### src/rtl/msr_trap_ctrl.sv
// Sequencer/arbiter sharing the single-read/single-write MSR file between CSR
// accesses, trap entry (save mepc/mcause, update mstatus, vector) and MRET.
module msr_trap_ctrl #(
  parameter logic [3:0] MSTATUS_IDX = 4'd1,
  parameter logic [3:0] MTVEC_IDX   = 4'd2,
  parameter logic [3:0] MEPC_IDX    = 4'd3,
  parameter logic [3:0] MCAUSE_IDX  = 4'd4
) (
  input  logic        I_clk,
  input  logic        I_rstn,
  input  logic        I_trap_req,
  input  logic [31:0] I_trap_pc,
  input  logic [31:0] I_trap_cause,
  input  logic        I_mret_req,
  input  logic        I_csr_req,
  input  logic        I_csr_we,
  input  logic [3:0]  I_csr_addr,
  input  logic [31:0] I_csr_wdata,
  output logic        O_csr_ack,
  output logic [31:0] O_csr_rdata,
  output logic        O_redirect_valid,
  output logic [31:0] O_redirect_pc,
  output logic        O_busy,
  output logic [3:0]  O_msr_rs,
  input  logic [31:0] I_msr_rdata,
  output logic        O_msr_regwen,
  output logic [3:0]  O_msr_rd,
  output logic [31:0] O_msr_wdata
);

  localparam int unsigned MIE_BIT  = 3;
  localparam int unsigned MPIE_BIT = 7;

  typedef enum logic [3:0] {
    S_IDLE,
    S_T_EPC,
    S_T_CAUSE,
    S_T_SRD,
    S_T_SWR,
    S_T_VEC,
    S_M_SRD,
    S_M_SWR,
    S_M_EPC,
    S_C_ACC
  } state_t;

  state_t      state;
  logic [31:0] pc_q;
  logic [31:0] cause_q;
  logic [31:0] status_q;
  logic [3:0]  csr_addr_q;
  logic        csr_we_q;
  logic [31:0] csr_wdata_q;

  always_ff @(posedge I_clk or negedge I_rstn) begin
    if (!I_rstn) begin
      state       <= S_IDLE;
      pc_q        <= '0;
      cause_q     <= '0;
      status_q    <= '0;
      csr_addr_q  <= '0;
      csr_we_q    <= 1'b0;
      csr_wdata_q <= '0;
    end else begin
      case (state)
        S_IDLE: begin
          if (I_trap_req) begin
            pc_q    <= I_trap_pc;
            cause_q <= I_trap_cause;
            state   <= S_T_EPC;
          end else if (I_mret_req) begin
            state <= S_M_SRD;
          end else if (I_csr_req) begin
            csr_addr_q  <= I_csr_addr;
            csr_we_q    <= I_csr_we;
            csr_wdata_q <= I_csr_wdata;
            state       <= S_C_ACC;
          end
        end
        S_T_EPC:   state <= S_T_CAUSE;
        S_T_CAUSE: state <= S_T_SRD;
        S_T_SRD: begin
          status_q <= I_msr_rdata;
          state    <= S_T_SWR;
        end
        S_T_SWR:   state <= S_T_VEC;
        S_T_VEC:   state <= S_IDLE;
        S_M_SRD: begin
          status_q <= I_msr_rdata;
          state    <= S_M_SWR;
        end
        S_M_SWR:   state <= S_M_EPC;
        S_M_EPC:   state <= S_IDLE;
        S_C_ACC:   state <= S_IDLE;
        default:   state <= S_IDLE;
      endcase
    end
  end

  always_comb begin
    O_csr_ack        = 1'b0;
    O_csr_rdata      = '0;
    O_redirect_valid = 1'b0;
    O_redirect_pc    = '0;
    O_busy           = (state != S_IDLE);
    O_msr_rs         = '0;
    O_msr_regwen     = 1'b0;
    O_msr_rd         = '0;
    O_msr_wdata      = '0;
    case (state)
      S_T_EPC: begin
        O_msr_regwen = 1'b1;
        O_msr_rd     = MEPC_IDX;
        O_msr_wdata  = pc_q;
      end
      S_T_CAUSE: begin
        O_msr_regwen = 1'b1;
        O_msr_rd     = MCAUSE_IDX;
        O_msr_wdata  = cause_q;
      end
      S_T_SRD: O_msr_rs = MSTATUS_IDX;
      S_T_SWR: begin
        O_msr_regwen          = 1'b1;
        O_msr_rd              = MSTATUS_IDX;
        O_msr_wdata           = status_q;
        O_msr_wdata[MPIE_BIT] = status_q[MIE_BIT];
        O_msr_wdata[MIE_BIT]  = 1'b0;
      end
      S_T_VEC: begin
        O_msr_rs         = MTVEC_IDX;
        O_redirect_valid = 1'b1;
        O_redirect_pc    = {I_msr_rdata[31:2], 2'b00};
      end
      S_M_SRD: O_msr_rs = MSTATUS_IDX;
      S_M_SWR: begin
        O_msr_regwen          = 1'b1;
        O_msr_rd              = MSTATUS_IDX;
        O_msr_wdata           = status_q;
        O_msr_wdata[MIE_BIT]  = status_q[MPIE_BIT];
        O_msr_wdata[MPIE_BIT] = 1'b1;
      end
      S_M_EPC: begin
        O_msr_rs         = MEPC_IDX;
        O_redirect_valid = 1'b1;
        O_redirect_pc    = {I_msr_rdata[31:2], 2'b00};
      end
      S_C_ACC: begin
        // index 0 reads as zero and never takes a write
        O_msr_rs     = csr_addr_q;
        O_csr_ack    = 1'b1;
        O_csr_rdata  = (csr_addr_q == 4'd0) ? '0 : I_msr_rdata;
        O_msr_regwen = csr_we_q && (csr_addr_q != 4'd0);
        O_msr_rd     = csr_addr_q;
        O_msr_wdata  = csr_wdata_q;
      end
      default: ;
    endcase
  end

endmodule

### config.mk
export PLATFORM = sky130hd
export DESIGN_NAME = msr_trap_ctrl
export DESIGN_NICKNAME = d
export VERILOG_FILES = /design/src/rtl/msr_trap_ctrl.sv
export SDC_FILE = /design/constraint.sdc
export NUM_CORES = 1
export LEC_CHECK = 0
export CORE_UTILIZATION = 42
export CTS_BUF_LIST = sky130_fd_sc_hd__clkbuf_8
export DETAILED_ROUTE_END_ITERATION = 8
export PLACE_DENSITY = 0.76
export SKIP_LAST_GASP = 1
export SYNTH_ARGS = -nofsm -noshare
export SYNTH_HDL_FRONTEND = slang
export SYNTH_SLANG_ARGS = --single-unit
### constraint.sdc
create_clock -name I_clk -period 1.8 [get_ports I_clk]
set_clock_uncertainty 0.1 [all_clocks]
set_input_delay 0.27 -clock I_clk [delete_from_list [all_inputs] [get_ports I_clk]]
set_output_delay 0.27 -clock I_clk [all_outputs]
set_load 0.01 [all_outputs]
==> results of run 1 <==
-- synth_stat cells (2+ instances only) --
cell | count | area share [%]
a21oi_1 | 18 | 1.3
a221o_1 | 24 | 3.5
a22o_1 | 2 | 0.25
a32oi_1 | 7 | 0.89
and2_1 | 65 | 5.9
buf_2 | 21 | 1.5
buf_4 | 5 | 0.55
buf_6 | 5 | 0.82
clkbuf_1 | 15 | 0.82
dfrtp_1 | 137 | 50
inv_1 | 10 | 0.55
mux2_2 | 113 | 18
mux2_4 | 20 | 4.4
mux2i_1 | 12 | 1.7
nand2_1 | 2 | 0.11
nand2b_1 | 3 | 0.27
nand3_1 | 9 | 0.65
nand3b_1 | 26 | 2.8
nor2_1 | 15 | 0.82
nor2b_1 | 2 | 0.18
nor3b_1 | 3 | 0.33
nor4_1 | 3 | 0.27
o21ai_0 | 2 | 0.15
o221ai_1 | 7 | 0.89
or2_2 | 2 | 0.18
or3b_1 | 2 | 0.25
-- state kept, by name, indices dropped and copies added (netlist names) --
| register | flops |
|---|---|
| csr_wdata_q | 32 |
| status_q | 32 |
| state | 4 |
| csr_addr_q | 4 |
| cause_q | 32 |
| pc_q | 32 |
| csr_we_q | 1 |
-- cells by family (layout without fill, tap and decap cells) --
family,Yosys count,after routing,share of synthesized area [%]
compound gates,66,66,7.73
other cells,1,3,0.0545
mux,145,145,24.6
buf+inv,57,448,4.31
xor+xnor,2,2,0.255
flops,137,137,49.8
simple gates,142,143,13.2
-- power breakdown --
part	switching, mW	internal, mW	total (mW)
Sequential	1.12	4.69	5.81
Clock	1.18	1.04	2.22
Combinational	5.57	7.10	12.7
Total	7.87	12.8	20.7
-- cell type report --
cell class,instances,share of cell area (%)
diodes,1,0.0203
clock buffers,21,2.35
clock inverters,7,0.254
inverters,10,0.366
multi-input cells,358,30.7
flip-flops and latches,137,27.9
well taps,216,2.20
repair buffers,410,36.3
-- stage by stage --
stage / hold WS [ns] / std cells / TNS (ns) / utilization (%) / power (mW)
4_1_cts: 0.160 / 1143 / -124.76 / 73.3 / 19.1
2_1_floorplan: -0.126 / 551 / -0.391 / - / 10.7
3_3_place_gp: 0.0733 / 1042 / -86.01 / 64.3 / 14.5
5_1_grt: 0.195 / 1160 / -162.70 / 77.2 / 21.5
3_5_place_dp: 0.0765 / 1042 / -94.92 / 64.3 / 14.8
6_report: 0.180 / 1160 / -152.21 / 77.2 / 20.7
-- final timing paths --
kind	cells past startpoint	startpoint	endpoint	slack, ns
setup / recovery	8	state[2]$_DFFE_PN0P_	O_redirect_pc[5]	-0.94
hold / removal	2	I_rstn	cause_q[23]$_DFFE_PN0P_	0.18
setup reg to reg	10	state[3]$_DFFE_PN0P_	csr_wdata_q[26]$_DFFE_PN0P_	-0.73
hold reg to reg	1	pc_q[5]$_DFFE_PN0P_	pc_q[5]$_DFFE_PN0P_	0.41
max in group asynchronous	3	I_rstn	pc_q[7]$_DFFE_PN0P_	0.75
min in group I_clk	2	I_trap_cause[0]	cause_q[0]$_DFFE_PN0P_	0.32
-- routing by layer --
metal,share of wire [%],up-vias,global-route usage [%]
met5,0,-,0
met4,6.1,0,18.9
met3,7.4,119,9.10
met2,49,382,55.2
met1,37,3305,37.2
li1,-,2760,-
-- what timing repair did --
item	in CTS	in global routing
buffers inserted	53	27
endpoints found under the hold margin	137	0
cloned	22	5
gates resized for setup	523	159
setup endpoints to repair	241	241
pin swaps	34	23
hold buffers	1	0
==> reports/results.ini, run 1 <==
[clock_network]
clk_latency_ns=0.47
cts_tree=done
cts-root-buf=clkbuf_8
cts_made_buffers=17
clk_pin_slew_ns=0.08
cts_sinks=137
ctsHtreeMaxLevel=4
clock_path_buffers=2

[timing]
setup_violations=241
slew_violations=0
fin_crit_sh_pct=152
max_freq_mhz=365
rsz0062_at_grt=true
fin_crit_ns=2.74
finalHoldViolCount=0
worst_slack_ns=-0.940

[setup_path]
slowest_stage=dfrtp_1
critPathBufInv=5
crit_top_cell=buf_6
crit_arrival_ns=2.37
crit_path_cell_trace=buf_6 > or3b_4 > a21oi_4 > buf_6 > buf_16 > buf_12 > and2_4 > buf_6
crit_family=buffers and inverters
critPathMaxFanout=4
required_ns=1.43
worst_setup_path_start_kind=flop
crit_path_max_incr_delay_ns=0.44
worst-setup-path-type=flop to output pin
endpoint_kind=output pin

[floorplan]
design.die.area_um2=16900
fp.dieH_um=130
initial_core_util_pct=43.2
die_w_um=130
core.rowCount=46
io_pins=246
core_area_um2=15900

[synth]
ys_warn_count=0
avgSynthCellArea_um2=12.5
syn_area_um2=6880
synth_top_flop_cell=dfrtp_1
yosysUniqueCellTypes=46
synthCells=550
ys_seq_area_share_pct=49.8
synthArstFlopShare_pct=100
ys_seq_elements=137
synth-edff-count=0

[final_layout]
nNetsFinal=1072
multi_input_area_um2=3780
layout-drive-gt1-share_pct=57.8
seqCellArea_um2=3430
mostFrequentLayoutCells=clkdlybuf4s50_1, dfrtp_1, buf_6
mostFrequentLayoutCell=clkdlybuf4s50_1
n_fill_cell=937
area_delta_synth_final_pct=78.9
fin_area_um2=12300

[detailed_routing]
vias_per_cell=5.66
vias=6566
route.detailed.drc=0
drt_iter0_drc=398
post_drt_wl_per_cell_um=25.6
first_pass_iters=5
wirelength_um=29700
antenna_left=0

[grt]
antenna_found_initial=1
first_global_vias=6756
grt_max_degree=64
grt_overflow=0
grt_pass1_wl_um=39600
track_usage_pct=32.7

[placed_design]
dp_slack_ns=-0.587
port_buffers=243
dpl_cell_area_um2=10300
gp_congestion=0.869
dp_hpwl_um=15000

[worst_hold_path]
min_path_type=input pin to async pin

[power_and_ir_drop]
pwr_density_cell_nw_per_um2=1680
peakVddDrop_v=0.00106
p_leak_nw=5.57

[status]
status=complete, but fails checks
violations=negative setup slack

[run]
drv_cap=0

(Power assumes the default switching activity.)
==> run 2, diff against run 1 <==
--- a/config.mk
+++ b/config.mk
@@ -5,11 +5,13 @@
 export SDC_FILE = /design/constraint.sdc
 export NUM_CORES = 1
 export LEC_CHECK = 0
-export CORE_UTILIZATION = 42
+export ABC_AREA = 1
+export CORE_UTILIZATION = 43
 export CTS_BUF_LIST = sky130_fd_sc_hd__clkbuf_8
 export DETAILED_ROUTE_END_ITERATION = 8
-export PLACE_DENSITY = 0.76
+export PLACE_DENSITY = 0.8
 export SKIP_LAST_GASP = 1
+export SLEW_MARGIN = 5
 export SYNTH_ARGS = -nofsm -noshare
 export SYNTH_HDL_FRONTEND = slang
 export SYNTH_SLANG_ARGS = --single-unit
==> reports/results.ini, run 2 <==
[power_and_ir_drop]
p_leak_nw=6.59  ; +18%
p_switching_mw=10.6  ; +34%
pwr-share-seq_pct=26.1  ; -1.9 points
pwr_density_cell_nw_per_um2=1670  ; -0.40%
clkPwrFrac_pct=12.1  ; +1.4 points
p_comb_share_pct=61.8  ; +0.6 points
sw_frac_of_total_pct=46.8  ; +8.8 points
p_int_mw=12.0  ; -6.4%
peakVddDrop_v=0.00116  ; +9.7%

[setup_path]
endpoint_kind=output pin
crit_arrival_ns=2.27  ; -0.10 ns
r2r.worst_path.cells=14  ; +4
worst-setup-path-type=flop to output pin
critPathMaxFanout=11  ; +7
required_ns=1.43  ; about the same
worstReg2RegStart=state[2]$_DFFE_PN0P_
worst_setup_path_start_kind=flop
r2r_slack_ns=-0.66  ; +0.07 ns
r2r-end=cause_q[19]$_DFFE_PN0P_

[clock_network]
cts_made_buffers=17  ; unchanged
clk_pin_slew_ns=0.09  ; about the same
ctsHtreeMaxLevel=4  ; unchanged
cts_sinks=137  ; unchanged
clk_latency_ns=0.48  ; about the same
cts_tree=done
clock_path_buffers=2  ; unchanged
cts-root-buf=clkbuf_8

[detailed_routing]
vias_per_cell=6.28  ; +11%
drt_iter0_drc=1491  ; +270%
first_pass_iters=8  ; +3
post_drt_wl_per_cell_um=26.1  ; +1.7%
vias=10000  ; +52%
wirelength_um=41500  ; +40%
antenna_left=0  ; unchanged
route.detailed.drc=0  ; unchanged

[placed_design]
gp_congestion=0.928  ; +6.9%
dp_slack_ns=-0.467  ; +0.120 ns
port_buffers=243  ; unchanged
dp_hpwl_um=17500  ; +17%

[floorplan]
core.rowCount=46  ; unchanged
die_w_um=131  ; +0.85%
design.die.area_um2=17200  ; +1.7%
io_pins=246  ; unchanged
fp.dieH_um=131  ; +0.85%
initial_core_util_pct=44.6  ; +1.5 points
core_area_um2=16100  ; +0.72%

[final_layout]
n_fill_cell=729  ; -22%
layout-drive-gt1-share_pct=40.1  ; -18 points
area_delta_synth_final_pct=88.1
mostFrequentLayoutCell=nand2_1
nNetsFinal=1500  ; +40%
mostFrequentLayoutCells=nand2_1, clkdlybuf4s50_1, dfrtp_1

[synth]
synthArstFlopShare_pct=100  ; unchanged
yosys-top-cells-area=dfrtp_1, nand2_1, nand3_1, o21ai_0, nor2_1
synth-edff-count=0  ; unchanged
syn_area_um2=7170  ; +4.1%
yosysUniqueCellTypes=22  ; -52%
synth_top_flop_cell=dfrtp_1
synth_top_area_share_pct=47.8  ; -2.0 points
ys_warn_count=0  ; unchanged
synthTopCellsByCount=nand2_1, nand3_1, dfrtp_1
ys_seq_area_share_pct=47.8  ; -2.0 points
avgSynthCellArea_um2=7.25  ; -42%
ys_seq_elements=137  ; unchanged
synth_top_area_cell=dfrtp_1
synthCells=989  ; +80%
yosysMostFrequentCell=nand2_1

[grt]
antenna_found_initial=0  ; -1
grt_pass1_wl_um=43000  ; +8.6%
track_usage_pct=33.8  ; +1.1 points
first_global_vias=8107  ; +20%
grt_max_degree=53  ; -17%
grt_overflow=0  ; unchanged

[timing]
finalHoldViolCount=0  ; unchanged
max_freq_mhz=379  ; +3.8%
setup_violations=241  ; unchanged
worst_slack_ns=-0.839  ; +0.101 ns
holdWs_ns=0.181  ; +0.000845 ns
slew_violations=0  ; unchanged
rsz0062_at_grt=true
fin_crit_ns=2.64  ; -0.101 ns
fin_crit_sh_pct=147  ; -5.6 points

[worst_hold_path]
min_path_type=input pin to async pin

[run]
drv_cap=0  ; unchanged

[status]
status=complete, but fails checks
violations=negative setup slack

-- run 2: cell types whose count changed in the layout (fill, tap and decap cells not counted), sizes merged, moves of 30 or more --
cell and delta:
nor2 +67, nand3 +141, a21boi +30, inv +34, nand2 +390, o21ai +66, mux2 -133, and2 -65
-- run 2: worst max path at each step --
stage / from / endpoint / slack, ns / cells past startpoint
floorplan: state[0]$_DFFE_PN0P_ / O_msr_rs[3] / 0.01 / 7
global placement: state[0]$_DFFE_PN0P_ / O_msr_wdata[11] / -0.41 / 8
detailed placement: state[3]$_DFFE_PN0P_ / O_redirect_pc[12] / -0.47 / 6
CTS: state[2]$_DFFE_PN0P_ / O_msr_wdata[2] / -0.54 / 9
global route: state[0]$_DFFE_PN0P_ / O_msr_wdata[19] / -0.78 / 9
finish: state[3]$_DFFE_PN0P_ / O_msr_wdata[19] / -0.84 / 9
-- run 2: layout make-up --
type / count / area [µm²] / share of cell area [%]
timing repair buffer: 427 / 4770 / 35.4
multi-input combinational: 734 / 4420 / 32.8
sequential: 137 / 3430 / 25.5
clock buffer: 21 / 289 / 2.14
tap: 216 / 270 / 2.01
inverter: 45 / 179 / 1.33
clock inverter: 11 / 120 / 0.891
antenna: 1 / 2.50 / 0.0186
-- run 2: kinds of logic (layout without fill, tap and decap cells) --
kind of cell           Yosys count  count (layout)  synth area share, %
AO/OA/AOI/OAI                   99              99                 8.00
buffers and inverters          120             504                 7.74
flip-flops                     137             137                 47.8
other                            1               3               0.0523
AND/OR/NAND/NOR                632             633                 36.4
-- run 2: worst max-delay path, stage by stage, from the launching register on --
cell and delay, ns:
dfrtp_2 0.48, inv_2 0.11, nor2_4 0.06, buf_6 0.13, buf_8 0.15, nand3_1 0.12, nand2_2 0.09, nor2_2 0.29
nand2_1 0.16, buf_2 0.19
-- run 2: metrics by stage --
step	instance area [µm²]	std cells	utilization, %	power (mW)	setup TNS [ns]
2_1_floorplan	7170	990	-	9.55	0
3_3_place_gp	10300	1466	64.4	13.5	-38.07
3_5_place_dp	10300	1466	64.4	13.6	-48.48
4_1_cts	11600	1543	72.0	17.8	-80.01
5_1_grt	13500	1591	83.9	23.2	-122.01
6_report	13500	1592	83.9	22.6	-115.59
-- run 2: power groups by stage --
stage	combinational, mW	clock, mW	sequential, mW
finish	14.0	2.73	5.89
global route	14.5	2.80	5.93
CTS	9.71	2.62	5.44
detailed placement	8.23	0	5.42
global placement	8.08	0	5.38
floorplan	4.39	0	5.16
-- run 2: per-layer routing --
layer | wire length [µm] | GRT usage [%] | vias to the layer above
met5 | 0 | 0 | -
met4 | 3670 | 14.8 | 0
met3 | 6010 | 7.18 | 360
met2 | 18400 | 55.7 | 1092
met1 | 13400 | 42.9 | 4637
li1 | - | - | 3914
-- run 2: repair_timing --
item	4_1_cts	5_1_grt
buffers inserted	30	26
gates resized for setup	530	375
hold buffers	1	0
endpoints found under the setup margin	239	241
hold endpoints to repair	114	0
pin swaps	33	107
gates cloned	17	26
